## config.mk

```make
export PLATFORM = sky130hd
export DESIGN_NAME = md_issue
export DESIGN_NICKNAME = d
export VERILOG_FILES = /design/src/rtl/md_issue.sv
export SDC_FILE = /design/constraint.sdc
export NUM_CORES = 1
export LEC_CHECK = 0
export BUFFER_PORTS_ARGS = -buffer_cell sky130_fd_sc_hd__buf_2
export CORE_MARGIN = 2
export CORE_UTILIZATION = 35
export CTS_CLUSTER_DIAMETER = 40
export DETAILED_ROUTE_END_ITERATION = 16
export HOLD_SLACK_MARGIN = 0.12
export SETUP_SLACK_MARGIN = 0.05
export SYNTH_ARGS = -nofsm -noshare
export SYNTH_HDL_FRONTEND = slang
export SYNTH_SLANG_ARGS = --single-unit
```

## constraint.sdc

```tcl
create_clock -name clk -period 3.4 [get_ports clk]
set_clock_uncertainty 0.1 [all_clocks]
set_input_delay 0.68 -clock clk [delete_from_list [all_inputs] [get_ports clk]]
set_output_delay 0.68 -clock clk [all_outputs]
set_load 0.005 [all_outputs]
```

## src/rtl/md_issue.sv

```systemverilog
// Single-entry issue/hold stage in front of the multiply/divide unit.
// It launches held ops, shadows md latency, stalls decode and returns HI/LO reads.
module md_issue #(
    parameter int MD_LATENCY = 17,
    parameter int OPW        = 3
) (
    input  logic           clk,
    input  logic           reset,
    input  logic           flush,
    input  logic           abort,
    input  logic           in_valid,
    input  logic [OPW-1:0] in_op,
    input  logic [31:0]    in_a,
    input  logic [31:0]    in_b,
    output logic           stall_out,
    input  logic           md_busy,
    input  logic [31:0]    md_hl,
    output logic           md_start,
    output logic [OPW-1:0] md_op,
    output logic [31:0]    md_a,
    output logic [31:0]    md_b,
    output logic           md_clr,
    output logic           rd_valid,
    output logic [31:0]    rd_data
);

    localparam int CW = $clog2(MD_LATENCY + 1);
    localparam logic [OPW-1:0] OP_MTHI = OPW'(4);
    localparam logic [OPW-1:0] OP_MFHI = OPW'(6);
    localparam logic [OPW-1:0] OP_MFLO = OPW'(7);

    logic           pend_valid;
    logic [OPW-1:0] pend_op;
    logic [31:0]    pend_a, pend_b;
    logic [CW-1:0]  cnt;
    logic           busy_eff, accept, long_op, read_op;

    // cnt covers the cycle between start and md raising BUSY, so nothing can slip in.
    always_comb begin
        busy_eff  = md_busy | (cnt != '0);
        md_start  = pend_valid & ~busy_eff & ~flush & ~abort;
        stall_out = in_valid & pend_valid & ~md_start & ~flush & ~abort;
        accept    = in_valid & ~stall_out & ~flush & ~abort;
        long_op   = pend_op < OP_MTHI;
        read_op   = (pend_op == OP_MFHI) | (pend_op == OP_MFLO);
    end

    assign md_op  = pend_op;
    assign md_a   = pend_a;
    assign md_b   = pend_b;
    assign md_clr = abort;

    always_ff @(posedge clk) begin
        if (reset) begin
            pend_valid <= 1'b0;
            pend_op    <= '0;
            pend_a     <= '0;
            pend_b     <= '0;
            cnt        <= '0;
            rd_valid   <= 1'b0;
            rd_data    <= '0;
        end else begin
            rd_valid <= 1'b0;

            if (abort)
                cnt <= '0;
            else if (md_start && long_op)
                cnt <= CW'(MD_LATENCY);
            else if (cnt != '0)
                cnt <= cnt - CW'(1);

            // md_start already excludes abort, so an aborted cycle never returns data
            if (md_start && read_op) begin
                rd_valid <= 1'b1;
                rd_data  <= md_hl;
            end

            // an empty entry reads as op 0 so md_op is stable between ops
            if (accept) begin
                pend_valid <= 1'b1;
                pend_op    <= in_op;
                pend_a     <= in_a;
                pend_b     <= in_b;
            end else if (md_start || flush || abort) begin
                pend_valid <= 1'b0;
                pend_op    <= '0;
                pend_a     <= '0;
                pend_b     <= '0;
            end
        end
    end

endmodule

```

[After elaboration in Yosys (flattened, before gate mapping)]
Cells that the tools add are included.
Storage, ports and cells
  flip-flop bits (word level): 106
  input port bits: 105
Operators by class
  $add $sub $neg: 1
  magnitude comparators: 1
  equality and inequality tests: 2
  muxes and demuxes: 10
  bitwise gates (word level): 17
  reduce and logical (&&, ||, !) cells: 9
Operator list (number)
  two-way mux 32 bit: 3
  AND 1 bit: 10
  two-way mux 5 bit: 2
  equality test 3 bit (second input constant): 2
  two-way mux 3 bit: 2
  inverter 1 bit: 5
  nonzero test 5 bit: 1
  subtractor 5 x 1 -> 5 bit (second input constant): 1
  nonzero test 2 bit: 2
  < comparator 3 bit (second input constant): 1
  two-way mux 1 bit: 3
  OR reduction 3 bit: 1
  logical AND 1 bit: 2
  logical OR 1 bit: 2
  bitwise OR 1 bit: 2
  OR reduction 2 bit: 1

[Depth between registers and ports, before layout]
Gate-level depths: netlist of run 1.
  word-level depth: 15
  depth in mapped cells: 8
  depth with buffers taken out: 5

[Worst setup path before layout of run 1]
Ideal clock, no wire load.
  kind: input to output
  start: input port md_busy
  end: output port stall_out
  data arrival time: 1.594 ns
  setup slack: 1.026 ns
  cell stages on the path: 4
  cell sequence: or4b_1 > clkbuf_1 > nor2_1 > nor4_1
Between the ends
  longest elaborated chain between the ends: 9
RTL lines
  from (decl): line 16  | input logic md_busy,
  bitwise OR 1 bit: line 40  | busy_eff = md_busy | (cnt != '0);
  inverter 1 bit: line 41  | md_start = pend_valid & ~busy_eff & ~flush & ~abort;
  AND 1 bit (3 in series): line 41
  named net md_start: line 18  | output logic md_start,
  inverter 1 bit: line 42  | stall_out = in_valid & pend_valid & ~md_start & ~flush & ~abort;
  AND 1 bit (3 in series): line 42
  to (decl): line 15  | output logic stall_out,
The timed path passes the listed nets, and every way through them passes these cells.

[Final worst setup path of run 1]
  start: register cnt[0]
  end: output port stall_out
Between the ends
  longest elaborated chain between the ends: 10
RTL lines
  from (decl): line 35  | logic [CW-1:0] cnt;
  from (signal assigned): line 68  | cnt <= CW'(MD_LATENCY);
  from (signal assigned): line 70  | cnt <= cnt - CW'(1);
  nonzero test 5 bit: line 40
  bitwise OR 1 bit: line 40
  inverter 1 bit: line 41
  AND 1 bit (3 in series): line 41
  inverter 1 bit: line 42
  AND 1 bit (3 in series): line 42
Every way passes these cells.

==> metrics.txt, run 1 <==
Critical Path RT 2.62 ns; number of global-route vias before repair 3288; highest routed layer met4; Sink Count approximately 110; I/O pins 208; RSZ-0062 raised after global routing false; endpoints failing hold 0; count of cell types in the netlist 31; sequential area share after synthesis a little over half; CTS Buffer Depth 2; n_diodes 0; Crit. End Element output pin; drt via density 4.95; Post-synth EDFFs 0; CTS Hold Bufs 0; hold slack around 0.36 ns; die footprint 12300 um^2; Synth Cell Area roughly 4000 um^2; Tcrit/Tclk final a little under 90%; crit path DAT 2.18 ns; Post-Syn Area per Cell about 12 um^2; layout cells sized above 1 42.6%; Post-Syn Nets 450; post-DP HPWL ~7300 um; Slew Limit Fails 0; metal1 wirelength 4630 um; Num CTS Buffers 9; Util after Layout 47.4%; Starting Density around 35%; largest net degree at the start of global routing 68; drt total wl 10300 um; CTS tree done; post-cts sizing count 0; met3 wire len 788 um; DR vias approximately 3300; total grt overflow 0; Net Switching 0.000678 W; CORE AREA between 10000 and 15000 um^2; gr usage total around 16%; combinational power share between 10% and 20%; Max IR drop VDD 0.000323 V; chip width 111 um; class of the worst hold path flop to flop; Port Buffers just over 200; Synth Flop Type dfxtp_1; clk_lat worst skew 0.33 ns; final worst path period need ~3.0 ns; Clk network pwr share 36.6%; DR WL met2 4830 um; Leak 2.39 nW; sum of negative setup slack 0 ns; share of power burned in registers 48.6%; Sw Share 25.2%; Syn-to-layout area delta 33.9%; Post-CTS Setup Inserts 0; FMAX 0.338 GHz; CTS H-tree lvls 3; clock root buffer clkbuf_16; internal power 0.00202 W; drt first pass iters 4; clock-pin slew on the worst setup and hold paths 0.07 ns; ys async rst share 0%; outcome finished clean; Crit Path Class flop to output pin; Site Rows 39; Final setup violation count 0; gpl congestion 0.786; slew margin rel. between 40% and 50%; PwrDens slightly above 500 nW/um^2; DIE HEIGHT between 100 and 150 um; Worst-Margin Slew 0.832 ns; drc violations 0; crit start category flop; iteration-0 DRC count of the detailed router 298; Place WS 0.715 ns; Synth Instances 343; yosys warns 0; Synth Register Bits about 110; first-pass GRT wire length 16600 um; MaxCap Viol Count 0; Total Nets Final 637; antenna-violating nets left 0; crit path max fanout 9; final worst setup slack 0.444 ns; initial antenna violation count 0; fill cell count roughly 1100; WL per Instance ~15 um
==> placed cells by master, fill, tap and decap left out, types with 3 or more instances in the layout <==
cell	instances
clkbuf_16	9
nor3_1	3
a21oi_1	3
inv_1	3
dfxtp_1	106
mux2i_1	32
nand2b_1	69
a32o_1	67
buf_2	207
==> Yosys cell counts, types with 3 or more instances <==
library cell / number / area share, %
a21oi_1: 3 / 0.38
a32o_1: 67 / 17
buf_1: 4 / 0.38
buf_2: 5 / 0.63
buf_4: 4 / 0.75
buf_6: 7 / 2.0
clkbuf_1: 15 / 1.4
dfxtp_1: 106 / 53
inv_1: 3 / 0.28
mux2i_1: 32 / 8.0
nand2b_1: 69 / 11
nor3_1: 4 / 0.50
==> per-stage QoR <==
step,total power (W),instance area (um^2),std cells
floorplan,0.00160,3990,343
global placement,0.00172,5070,662
detailed placement,0.00173,5070,662
CTS,0.00274,5350,676
global route,0.00282,5350,676
finish,0.00270,5350,676
==> power by group through the flow <==
stage / combinational, W / clock (W) / sequential [W]
after floorplan: 0.000264 / 0 / 0.00133
after global placement: 0.000381 / 0 / 0.00133
after detailed placement: 0.000398 / 0 / 0.00134
after CTS: 0.000400 / 0.00103 / 0.00131
after global routing: 0.000431 / 0.00108 / 0.00131
final: 0.000398 / 0.000988 / 0.00131
==> critical path, stage by stage, from the launching register on <==
cell	delay [ns]
dfxtp_1	0.38
inv_1	0.09
ha_1	0.23
or4b_1	0.49
nor2_1	0.13
nor4_1	0.35
buf_2	0.19
==> cell type report <==
cell class	count	area [um^2]	share of cell area, %
well taps	143	179	3.35
clock buffers	11	233	4.35
repair buffers	211	1090	20.4
clock inverters	3	42.5	0.796
flip-flops and latches	106	2120	39.7
inverters	3	11.3	0.211
multi-input cells	199	1670	31.2
==> per-layer routing <==
metal / global-route usage (%) / up-vias
met3: 5.80 / 8
met2: 27.1 / 138
met4: 4.33 / 0
met1: 20.5 / 1557
li1: - / 1643
met5: 0 / -
==> flip-flops by register name, indices dropped and copies added, names as in the netlist <==
register and flops:
md_a 32, md_b 32, rd_data 32, cnt 5, md_op 3, pend_valid 1, rd_valid 1
==> kinds of logic after synthesis <==
family | count (synthesis) | share of synthesized area (%)
compound gates | 77 | 18.8
xor+xnor | 1 | 0.219
fa+ha+maj | 2 | 0.626
buf+inv | 38 | 5.42
flops | 106 | 53.1
mux | 32 | 8.02
simple gates | 87 | 13.8
==> path summary, 6_finish.rpt <==
path	startpoint	endpoint	slack, ns	cells past startpoint
setup reg to reg	cnt[0]$_SDFFE_PP0P_	md_a[30]$_SDFFE_PP0P_	0.78	6
hold / removal	md_b[14]$_SDFFE_PP0P_	md_b[14]$_SDFFE_PP0P_	0.36	1
setup / recovery	cnt[0]$_SDFFE_PP0P_	stall_out	0.44	6
hold reg to reg	md_b[14]$_SDFFE_PP0P_	md_b[14]$_SDFFE_PP0P_	0.36	1
Note: power is estimated with default switching activity, not from simulation.
==> run 2, diff against run 1 <==
Settings changed: BUFFER_PORTS_ARGS -buffer_cell sky130_fd_sc_hd__buf_2 to unset, DONT_BUFFER_PORTS set to 1, GPL_TIMING_DRIVEN set to 1.
==> run 2 against run 1 <==
  * Flip-flop and latch count did not move
  * Critical path type unchanged
  * First-iteration DRC count fell by 46%
  * Power fell by 4.4%
  * Largest cell class unchanged
  * Critical endpoint unchanged
  * Largest power group unchanged
  * Final area fell by 20%
  * Die area did not move
==> metrics.txt, run 2 (same netlist as run 1, synthesis figures left out) <==
outcome finished clean; gr usage total 13.3%; WL per Instance 18.1 um; CTS Hold Bufs 0; Sw Share between 20% and 30%; first-pass GRT wire length 13300 um; class of the worst hold path primary input to flop; drt first pass iters 5; CP Launch Point cnt[0]$_SDFFE_PP0P_; crit start category flop; RSZ-0062 raised after global routing false; Num CTS Buffers 9; Crit. End Element output pin; Sink Count 106; Slew Limit Fails 0; RR Startpoint cnt[0]$_SDFFE_PP0P_; Starting Density 35.4%; clock root buffer clkbuf_16; number of global-route vias before repair 2620; Worst-Margin Slew 0.779 ns; post-DP HPWL 5880 um; final worst path period need 2.91 ns; Critical Path RT 2.62 ns; n_diodes 0; sum of negative setup slack 0 ns; layout cells sized above 1 7.29%; commonest non-fill, non-tap cells in the layout dfxtp_1, nand2b_1, a32o_1; drc violations 0; worst hold start reset; Site Rows 39; MaxCap Viol Count 0; chip width 111 um; Max IR drop VDD 0.000295 V; clk_lat worst skew 0.34 ns; Tcrit/Tclk final 85.7%; Post-CTS Setup Inserts 0; Syn-to-layout area delta 7.55%; Util after Layout 38.1%; crit path DAT 2.13 ns; Final setup violation count 0; crit path max fanout 9; Port Buffers 0; slew margin rel. 48.1%; Crit Path Class flop to output pin; most common cell after layout, fill and taps aside dfxtp_1; I/O pins between 200 and 250; overall power 0.00258 W; CORE AREA 11300 um^2; CTS tree done; gpl congestion 0.770; PwrDens 600 nW/um^2; initial antenna violation count 0; FMAX 0.343 GHz; endpoints failing hold 0; fill cell count 1076; Leak 1.41 nW; combinational power share 11.3%; total grt overflow 0; Total Nets Final 431; largest net degree at the start of global routing 68; internal power about 0.0019 W; Net Switching about 0.00067 W; die footprint 12300 um^2; drt via density 5.63; iteration-0 DRC count of the detailed router 161; post-cts sizing count 0; DIE HEIGHT 111 um; CTS H-tree lvls 3; DR vias 2657; antenna-violating nets left 0; drt total wl around 8500 um; Clk network pwr share 37.6%; CTS Buffer Depth 2; share of power burned in registers between 50% and 60%; clock-pin slew on the worst setup and hold paths roughly 0.070 ns
run 2: stage by stage:
| stage | std cells | hold WS (ns) | cell area [um^2] | setup slack (ns) |
|---|---|---|---|---|
| 3_3_place_gp | 456 | 0.377 | 4020 | 0.846 |
| 5_1_grt | 472 | 0.328 | 4300 | 0.376 |
| 3_5_place_dp | 456 | 0.381 | 4020 | 0.839 |
| 6_report | 472 | 0.355 | 4300 | 0.487 |
| 4_1_cts | 472 | 0.326 | 4300 | 0.474 |
| 2_1_floorplan | 343 | 0.365 | 3990 | 1.03 |
run 2: final cells by class:
cell class | count | area (um^2) | area share, %
clock buffers | 10 | 229 | 5.33
clock inverters | 6 | 48.8 | 1.14
inverters | 3 | 11.3 | 0.262
multi-input cells | 199 | 1670 | 38.8
flip-flops and latches | 106 | 2120 | 49.4
well taps | 143 | 179 | 4.17
repair buffers | 5 | 37.5 | 0.874
run 2: final timing paths:
kind,endpoint,slack (ns),cells past startpoint
worst max-delay path,stall_out,0.49,5
worst min-delay path,rd_valid$_SDFF_PP0_,0.36,1
worst max register to register,rd_data[22]$_SDFFE_PP0P_,0.89,6
worst min register to register,rd_data[28]$_SDFFE_PP0P_,0.39,2
run 2: power by group through the flow:
| stage | registers, W | logic [W] | clock network, W |
|---|---|---|---|
| 6_report | 0.00132 | 0.000292 | 0.000969 |
| 5_1_grt | 0.00132 | 0.000324 | 0.00105 |
| 4_1_cts | 0.00131 | 0.000292 | 0.00101 |
| 3_5_place_dp | 0.00134 | 0.000289 | 0 |
| 3_3_place_gp | 0.00134 | 0.000280 | 0 |
| 2_1_floorplan | 0.00133 | 0.000264 | 0 |
run 2: critical path, stage by stage, from the launching register on:
cell,delay [ns]
dfxtp_1,0.35
inv_1,0.10
ha_1,0.19
or4b_1,0.68
nor2_1,0.34
nor4_1,0.13
run 2: metal layers:
| metal | vias to the layer above | share of wire [%] | track usage, % |
|---|---|---|---|
| li1 | 1240 | - | - |
| met1 | 1251 | 39 | 14.4 |
| met2 | 156 | 49 | 22.6 |
| met4 | 0 | 0.89 | 4.25 |
| met3 | 10 | 11 | 6.94 |
| met5 | - | 0 | 0 |
==> run 3, diff against run 2 <==
Settings changed: ABC_CLOCK_PERIOD_IN_PS set to 3400, REMOVE_ABC_BUFFERS set to 1.
==> run 3 against run 2 <==
  * Sequential power is essentially flat
  * Flip-flop and latch count is the same
  * Clock power grew 1%
  * Fmax grew 4.9%
  * Register-to-register slack is essentially flat
  * Critical endpoint unchanged
==> metrics.txt, run 3 (same netlist as run 1, synthesis figures left out) <==
Num CTS Buffers 9; Site Rows 39; FMAX 0.360 GHz; Leak 1.40 nW; CTS Hold Bufs 0; Worst-Margin Slew 0.770 ns; drc violations 0; CTS Buffer Depth 2; layout cells sized above 1 6.75%; gr usage total 13.2%; RSZ-0062 raised after global routing false; Slew Limit Fails 0; CP max-delay cell or4b_1; chip width 111 um; gpl congestion 0.770; outcome finished clean; delay of the slowest critical-path stage roughly 0.67 ns; first-pass GRT wire length 13100 um; DIE HEIGHT 111 um; drt via density 5.66; Critical Path RT 2.62 ns; drt total wl 8360 um; clk_lat worst skew between 0.3 and 0.4 ns; CORE AREA ~11000 um^2; final worst path period need 2.78 ns; clock root buffer clkbuf_16; overall power 0.00258 W; Max IR drop VDD 0.000336 V; R2R Setup Slk approximately 0.9 ns; endpoints failing hold 0; most common cell after layout, fill and taps aside dfxtp_1; initial antenna violation count 0; class of the worst hold path primary input to flop; Syn-to-layout area delta 7.39%; die footprint 12300 um^2; Final setup violation count 0; crit-path cells inv_1 > ha_1 > or4b_1 > nor2_1 > nor4_1; crit path max fanout 9; iteration-0 DRC count of the detailed router 192; drt first pass iters 7; largest net degree at the start of global routing 69; slew margin rel. 48.7%; n_diodes 0; clock-pin slew on the worst setup and hold paths 0.07 ns; Tcrit/Tclk final 81.7%; MaxCap Viol Count 0; Util after Layout between 30% and 40%; fill cell count 1100; CTS H-tree lvls 3; commonest non-fill, non-tap cells in the layout dfxtp_1, nand2b_1, a32o_1; sum of negative setup slack 0 ns; I/O pins between 200 and 250; Port Buffers 0; Crit. End Element output pin; number of global-route vias before repair 2557; Total Nets Final roughly 430; WL per Instance 17.8 um; PwrDens 602 nW/um^2; DR vias ~2700; crit start category flop; CP delay by family, top simple AND/OR/NAND/NOR gates; Crit Path Class flop to output pin; crit path DAT 2.00 ns; post-DP HPWL 5710 um; CP bufs+invs 1; Starting Density 35.4%; antenna-violating nets left 0; hold slack 0.325 ns; CTS tree done; Sink Count 106; Post-CTS Setup Inserts 0; post-cts sizing count 0; total grt overflow 0
## run 3: cell types whose count changed in the layout (fill, tap and decap cells not counted)
cell,delta
clkinvlp_4,-1
clkbuf_1,-1
clkinv_2,-1
buf_4,-2
inv_8,-1
clkbuf_8,+2
clkinv_4,+1
## run 3: path summary, 6_finish.rpt
check | end | startpoint | cells past startpoint
worst max-delay path | stall_out | cnt[0]$_SDFFE_PP0P_ | 5
worst min-delay path | rd_valid$_SDFF_PP0_ | reset | 1
worst min register to register | rd_data[30]$_SDFFE_PP0P_ | rd_data[30]$_SDFFE_PP0P_ | 2
worst max register to register | md_a[9]$_SDFFE_PP0P_ | cnt[0]$_SDFFE_PP0P_ | 6
## run 3: metrics by stage
| step | setup slack (ns) | cells | instance area, um^2 |
|---|---|---|---|
| CTS | 0.606 | 469 | 4290 |
| global route | 0.526 | 469 | 4290 |
| global placement | 0.967 | 454 | 4000 |
| finish | 0.624 | 469 | 4290 |
| detailed placement | 0.901 | 454 | 4000 |
| floorplan | -1.52 | 308 | 3790 |
## run 3: per-layer routing
| layer | GRT usage (%) | wire [um] | up-vias |
|---|---|---|---|
| li1 | - | - | 1234 |
| met1 | 14.9 | 3280 | 1246 |
| met2 | 19.6 | 3710 | 161 |
| met3 | 8.09 | 1200 | 13 |
| met4 | 6.42 | 159 | 0 |
| met5 | 0 | 0 | - |
## run 3: area by class of cell
cell class              instances  area, um^2  area share [%]
repair buffers                  3        22.5           0.525
multi-input cells             199        1670            38.9
clock buffers                  11         253            5.89
inverters                       3        11.3           0.263
well taps                     143         179            4.17
clock inverters                 4        33.8           0.788
flip-flops and latches        106        2120            49.5
## run 3: where the power goes
part / total [W] / switching [W] / internal (W)
Clock: 0.000979 / 0.000440 / 0.000539
Sequential: 0.00132 / 0.0000364 / 0.00128
Combinational: 0.000287 / 0.000167 / 0.000120
